--- config.mk ---
export PLATFORM = sky130hd
export DESIGN_NAME = entry_seq
export DESIGN_NICKNAME = d
export VERILOG_FILES = /design/src/rtl/entry_seq.sv
export SDC_FILE = /design/constraint.sdc
export NUM_CORES = 1
export LEC_CHECK = 0
export ABC_AREA = 1
export CAP_MARGIN = 0
export CORE_MARGIN = 2
export CORE_UTILIZATION = 25
export CTS_BUF_LIST = sky130_fd_sc_hd__clkbuf_16
export DETAILED_ROUTE_END_ITERATION = 12
export DONT_BUFFER_PORTS = 1
export HOLD_SLACK_MARGIN = 0.08
export PLACE_DENSITY = 0.37
export SKIP_CTS_REPAIR_TIMING = 1
export SYNTH_ARGS = -nofsm -noshare
export SYNTH_HDL_FRONTEND = slang
export SYNTH_SLANG_ARGS = --single-unit
--- constraint.sdc ---
create_clock -name clk -period 1.4 [get_ports clk]
set_input_delay 0.28 -clock clk [delete_from_list [all_inputs] [get_ports clk]]
set_output_delay 0.28 -clock clk [all_outputs]
set_load 0.05 [all_outputs]
--- src/rtl/entry_seq.sv ---
// Two-operand keypad entry sequencer with req/ack launch and result latch.
// Optional feature: ENTRY_SEQ_REENTRY_EN (digit/enter re-entry from SHOW/ERR).
module entry_seq #(
  parameter int unsigned TIMEOUT = 255
) (
  input  logic       clk,
  input  logic       rst,
  input  logic       pressed,
  input  logic [3:0] key,
  input  logic       op_ack,
  input  logic [7:0] result,
  output logic [2:0] state,
  output logic [3:0] reg0,
  output logic [3:0] reg1,
  output logic [3:0] reg2,
  output logic [3:0] reg3,
  output logic       op_req,
  output logic [7:0] res_q,
  output logic       res_valid,
  output logic       err
);

  localparam int unsigned CW = $clog2(TIMEOUT + 1);
  localparam logic [CW-1:0] LAST = CW'(TIMEOUT - 1);

  typedef enum logic [2:0] {
    IDLE = 3'd0,
    A_T  = 3'd1,
    A_O  = 3'd2,
    B_T  = 3'd3,
    B_O  = 3'd4,
    REQ  = 3'd5,
    SHOW = 3'd6,
    ERR  = 3'd7
  } state_t;

  state_t        state_q, state_d;
  logic [3:0]    reg0_d, reg1_d, reg2_d, reg3_d;
  logic [7:0]    res_q_d;
  logic          res_valid_d, op_req_d, err_d;
  logic [CW-1:0] cnt_q, cnt_d;
  logic          is_digit, is_enter, is_clear;

  assign is_digit = pressed && (key <= 4'd9);
  assign is_enter = pressed && (key == 4'hE);
  assign is_clear = pressed && (key == 4'hF);

  always_ff @(posedge clk or posedge rst) begin
    if (rst) begin
      state_q   <= IDLE;
      reg0      <= '0;
      reg1      <= '0;
      reg2      <= '0;
      reg3      <= '0;
      res_q     <= '0;
      res_valid <= 1'b0;
      op_req    <= 1'b0;
      err       <= 1'b0;
      cnt_q     <= '0;
    end else begin
      state_q   <= state_d;
      reg0      <= reg0_d;
      reg1      <= reg1_d;
      reg2      <= reg2_d;
      reg3      <= reg3_d;
      res_q     <= res_q_d;
      res_valid <= res_valid_d;
      op_req    <= op_req_d;
      err       <= err_d;
      cnt_q     <= cnt_d;
    end
  end

  always_comb begin
    state_d     = state_q;
    reg0_d      = reg0;
    reg1_d      = reg1;
    reg2_d      = reg2;
    reg3_d      = reg3;
    res_q_d     = res_q;
    res_valid_d = res_valid;
    cnt_d       = cnt_q;

    if (is_clear) begin
      // Clear outranks everything, including an ack arriving in the same cycle.
      state_d     = IDLE;
      reg0_d      = '0;
      reg1_d      = '0;
      reg2_d      = '0;
      reg3_d      = '0;
      res_q_d     = '0;
      res_valid_d = 1'b0;
      cnt_d       = '0;
    end else begin
      unique case (state_q)
        IDLE, A_T: if (is_digit) begin
          reg0_d  = key;
          state_d = A_O;
        end
        A_O: if (is_digit) begin
          reg1_d  = key;
          state_d = B_T;
        end
        B_T: if (is_digit) begin
          reg2_d  = key;
          state_d = B_O;
        end
        B_O: begin
          if (is_digit) begin
            reg3_d = key;
          end else if (is_enter) begin
            state_d = REQ;
            cnt_d   = '0;
          end
        end
        REQ: begin
          if (op_ack) begin
            res_q_d     = result;
            res_valid_d = 1'b1;
            state_d     = SHOW;
          end else if (cnt_q == LAST) begin
            state_d = ERR;
          end else begin
            cnt_d = cnt_q + CW'(1);
          end
        end
`ifdef ENTRY_SEQ_REENTRY_EN
        SHOW, ERR: begin
          if (is_digit) begin
            reg0_d      = key;
            reg1_d      = '0;
            reg2_d      = '0;
            reg3_d      = '0;
            res_valid_d = 1'b0;
            state_d     = A_O;
          end else if (is_enter && state_q == SHOW) begin
            state_d = REQ;
            cnt_d   = '0;
          end
        end
`else
        SHOW, ERR: ;
`endif
        default: state_d = IDLE;
      endcase
    end

    // op_req and err are registered decodes of the next state.
    op_req_d = (state_d == REQ);
    err_d    = (state_d == ERR);
  end

  assign state = state_q;

endmodule

; After elaboration in Yosys (flattened, before gate mapping)
; Cells that the tools add are included.
[classes]
add_sub_neg = 1
n_lt_le_gt_ge = 1
n_eq_ne = 14
mux = 30
reduce_logical = 19
[op_table]
columns = operator, count
row1 = two-way mux 8 bit, 8
row2 = two-way mux 4 bit, 9
row3 = two-way mux 3 bit, 8
row4 = one-hot mux 8 bit (2 select lines), 1
row5 = one-hot mux 3 bit (5 select lines), 1
row6 = nonzero test 2 bit, 7
row7 = "== test 3 bit, second input constant", 4
row8 = "!= test 3 bit, second input constant", 4
row9 = AND reduction 2 bit, 5
row10 = "adder 8 x 1 -> 8 bit, second input constant", 1
row11 = "== test 4 bit, second input constant", 2
row12 = "== test 8 bit, second input constant", 1
row13 = "== test 3 x 2 -> 1 bit, second input constant", 2
row14 = AND reduction 5 bit, 1
row15 = "less-or-equal comparator 4 bit, second input constant", 1
row16 = "== test 3 x 1 -> 1 bit, second input constant", 1
row17 = logical AND 1 bit, 3
row18 = logical NOT 3 bit, 1
row19 = two-way mux 1 bit, 3
row20 = nonzero test 3 bit, 1
row21 = OR reduction 2 bit, 1
[word_totals]
ff_bits = 38
inputBits = 16
out_inout_bits = 30
wordCells = 75

; Logic depth before layout (Yosys ltp)
[logic_depth]
word_depth = 7
ltp_mapped = 10
depth_no_buf = 9

; Worst setup path before layout
; No wires, ideal clock.
[synth_timing]
kind = reg2reg
startpoint = reg state_q[2], in the netlist state[2]
endpoint = reg cnt_q[2]
setup_time_ps = 118
arrival_ps = 1545
required_time_ps = 1282
setup_slack_ps = -263
path_stages_with_launch = 9
path_buffers = 1
synth_period_minus_slack_ps = 1663
path_cell_list = dfrtp_1 > nand2_4 > nor2_8 > inv_4 > nand3_1 > nand2_4 > buf_12 > nand2_2 > o21ai_2
[synth_via]
elab_chain_cells = 3
elab_cells_between_ends = 10
classes_between = eq/ne: 6 / mux: 2 / reduce/logical: 2
[synth_lines]
columns = element, line_no
row1 = start: declaration, 37  ; state_t state_q, state_d;
row2 = start signal: assignment, 61  ; state_q <= state_d;
row3 = == test 3 bit, 95  ; unique case (state_q)
row4 = != test 3 bit (no line) (tied with other cells), --
row5 = AND reduction 5 bit (no line) or two-way mux 8 bit (tied branches), --
row6 = end signal: assignment, 70  ; cnt_q <= cnt_d;
row7 = end: declaration, 41  ; logic [CW-1:0] cnt_q, cnt_d;
; Several ways; a longest one is shown, not always the timed one.
; A chain may end at the register's enable or synchronous reset.

; Worst setup path in the final report
[layout_timing]
startpoint = reg state_q[1], in the netlist state[1]
endpoint = reg cnt_q[5]
; The elaborated chain is that of the path after synthesis.

==> flow_metrics.env <==
export IMPL_nets=285
export IMPL_yosysWarnings=0
export IMPL_fin_crit_ns=1.36
export IMPL_rsz0062_at_grt="true"
export IMPL_avgSynthCellArea_sq_um=8.19
export IMPL_io_buffers=0
export IMPL_dp_hpwl_um=3630
export IMPL_drt_pre_antenna_iters=4
export IMPL_synth_fp_nets=256
export IMPL_seqPwrFrac_pct=49.9
export IMPL_slowest_delay_ns=0.41
export IMPL_slew_headroom_pct=66.0
export IMPL_crit_path_end_kind="flop"
export IMPL_worstPathRequired_ns=1.56
export IMPL_finalPower_w=0.00581
export IMPL_outcome="finished clean"
export IMPL_areaGrowthSynthToFinish_pct=27.6
export IMPL_hold_viol_final=0
export IMPL_swShare_pct=50.1
export IMPL_reg2reg_to="cnt_q[5]"
export IMPL_synth_xor_area_share_pct=0.449
export IMPL_clock_sinks=38
export IMPL_cp_arrival_ns=1.52
export IMPL_ys_seq_area_share_pct=48.8
export IMPL_fin_hold_ws_ns=0.147
export IMPL_numCtsBuffers=5
export IMPL_antenna_left=0
export IMPL_grt_pass1_wl_um=8210
export IMPL_whs_path_depth=2
export IMPL_finalSetupViolCount=0
export IMPL_comb_power_share_pct=27.4
export IMPL_synth_top_area_cell="dfrtp_1"
export IMPL_wl_per_cell_um=13.7
export IMPL_synth_top_area_share_pct=48.8
export IMPL_h_tree_depth=2
export IMPL_powerDensity_mw_per_mm2=2330
export IMPL_rows=32
export IMPL_fmax_ghz=0.735
export IMPL_die_area_sq_mm=0.00852
export IMPL_ys_ff_latch=38
export IMPL_tightestPinTransition_ns=0.511
export IMPL_drv_cap=0
export IMPL_clk_latency_ns=0.28
export IMPL_drt_vias_per_instance=4.33
export IMPL_die_x_um=92.3
export IMPL_drcViolationCount=0
export IMPL_reg2reg_depth=8
export IMPL_overflow=0
export IMPL_final_common_cell="nand2_1"
export IMPL_netlist_area_sq_mm=0.00195
export IMPL_finalInstanceArea_sq_mm=0.00249
export IMPL_placed_area_sq_mm=0.00225
export IMPL_final_cell_mix="nand2_1, dfrtp_1, nand3_1"
export IMPL_yosysUniqueCellTypes=26
export IMPL_p_clk_share_pct=22.6
export IMPL_tns_ns=0
export IMPL_clkTransAtPathRegs_ns=0.06
export IMPL_die_h_um=92.3
export IMPL_critPathSlowestCell="dfrtp_2"
export IMPL_startpoint_type="flop"
export IMPL_cts_tree="built"
export IMPL_first_global_vias=1584
export IMPL_p_leak_nw=1.24
export IMPL_routed_wl_um=5070
export IMPL_gp_congestion=0.803
export IMPL_drive_gt1_share_pct=25.0
export IMPL_hold_start="result[2]"
export IMPL_crit_fanout=8
export IMPL_postSynthCellCount=238
export IMPL_p_int_w=0.00290
export IMPL_yosys_area_share_simple_pct=33.1
export IMPL_synth_top_family_by_area="simple AND/OR/NAND/NOR gates"
export IMPL_slew_violations=0
export IMPL_start_util_pct=25.5
export IMPL_num_io_pins=46
export IMPL_synth_compound_area_share_pct=8.60
export IMPL_clock_skew_ns=0.00573
export IMPL_min_path_type="in -> reg"
export IMPL_core_sq_mm=0.00765
export IMPL_synthMuxAreaShare_pct=0
export IMPL_path_cells="inv_2, nand2_4, nor2_8, inv_4, nor2_4, nand2_2, nand2_8, o21ai_0"
export IMPL_critPathKind="reg -> reg"
export IMPL_clockRootBuffer="clkbuf_16"
export IMPL_rrSetupSlack_ns=0.04
export IMPL_first_iter_violations=64
export IMPL_grtUsageTotal_pct=12.3
export IMPL_clock_path_buffers=2
export IMPL_min_to="res_q[2]"
export IMPL_p_switching_w=0.00291
export IMPL_antenna_found_initial=0
export IMPL_via_count=1602
export IMPL_synth_area_leaders="dfrtp_1, nand2_1, nand3_1"
export IMPL_synth_adder_area_share_pct=1.28
export IMPL_finalCritPeriodShare_pct=97.2
export IMPL_ir_drop_v=0.00122
export IMPL_post_route_util_pct=32.5
export IMPL_num_antenna_cells=0
export IMPL_rr_startpoint="state[1]"
export IMPL_grt_max_degree=39
-- cells by family after synthesis --
family,after synthesis
XOR/XNOR,1
AO/OA/AOI/OAI,26
flip-flops,38
AND/OR/NAND/NOR,136
buffers and inverters,35
adder cells (fa/ha/maj),2
-- through the flow --
stage | std cells | worst slack (ns)
floorplan | 238 | -0.0774
global placement | 360 | 0.00953
detailed placement | 360 | 0.0471
global route | 370 | -0.0599
CTS | 368 | 0.0270
finish | 370 | 0.0390
-- layer usage --
| metal | vias up | track usage [%] | share of wire (%) |
|---|---|---|---|
| met4 | 0 | 4.23 | 1.6 |
| met1 | 738 | 16.1 | 46 |
| met3 | 8 | 3.74 | 6.2 |
| li1 | 823 | - | - |
| met5 | - | 0 | 0 |
| met2 | 33 | 19.2 | 46 |
-- power groups by stage --
stage / logic (W) / clock network [W] / registers [W]
after global routing: 0.00179 / 0.00140 / 0.00295
after detailed placement: 0.00149 / 0 / 0.00292
after floorplan: 0.000867 / 0 / 0.00308
after global placement: 0.00150 / 0 / 0.00293
after CTS: 0.00150 / 0.00134 / 0.00290
final: 0.00159 / 0.00132 / 0.00290
-- worst max-delay path by stage --
stage | from | endpoint | slack (ns)
final | state[1] | cnt_q[5] | 0.04
after global routing | state[1] | err | -0.06
after CTS | state[1] | cnt_q[5] | 0.03
after detailed placement | state[1] | cnt_q[5] | 0.05
after global placement | key[2] | err | 0.01
after floorplan | state[1] | cnt_q[2] | -0.08
-- flip-flops by register name, indices dropped and copies added, names as in the netlist --
signal / cells
reg1: 4
err: 1
res_q: 8
reg3: 4
reg2: 4
res_valid: 1
op_req: 1
state: 3
reg0: 4
cnt_q: 8
-- worst max-delay path, delay by kind of cell (launching register included) --
| kind | cells | cell delay, ns |
|---|---|---|
| AND/OR/NAND/NOR | 5 | 0.59 |
| AO/OA/AOI/OAI | 1 | 0.09 |
| buffers and inverters | 2 | 0.15 |
| flip-flops | 1 | 0.41 |
-- cell type report --
type / count / area, sq um
Sequential cell: 38 / 955
Clock buffer: 5 / 125
Fill cell: 812 / 5160
Tap cell: 102 / 128
Clock inverter: 3 / 45.0
Timing Repair Buffer: 25 / 210
Inverter: 31 / 119
Multi-Input combinational cell: 166 / 906
-- Yosys cell counts (all sizes together) --
cell and instances:
xor2 1, o21bai 1, nor3 3, nand4 8, buf 2, inv 31, o21ai 21, a21oi 2
nand2 73, nand3 31, nor2 21, a21o 1, clkbuf 2, ha 2, o21a 1, dfrtp 38
Note: power is estimated with default switching activity, not from simulation.
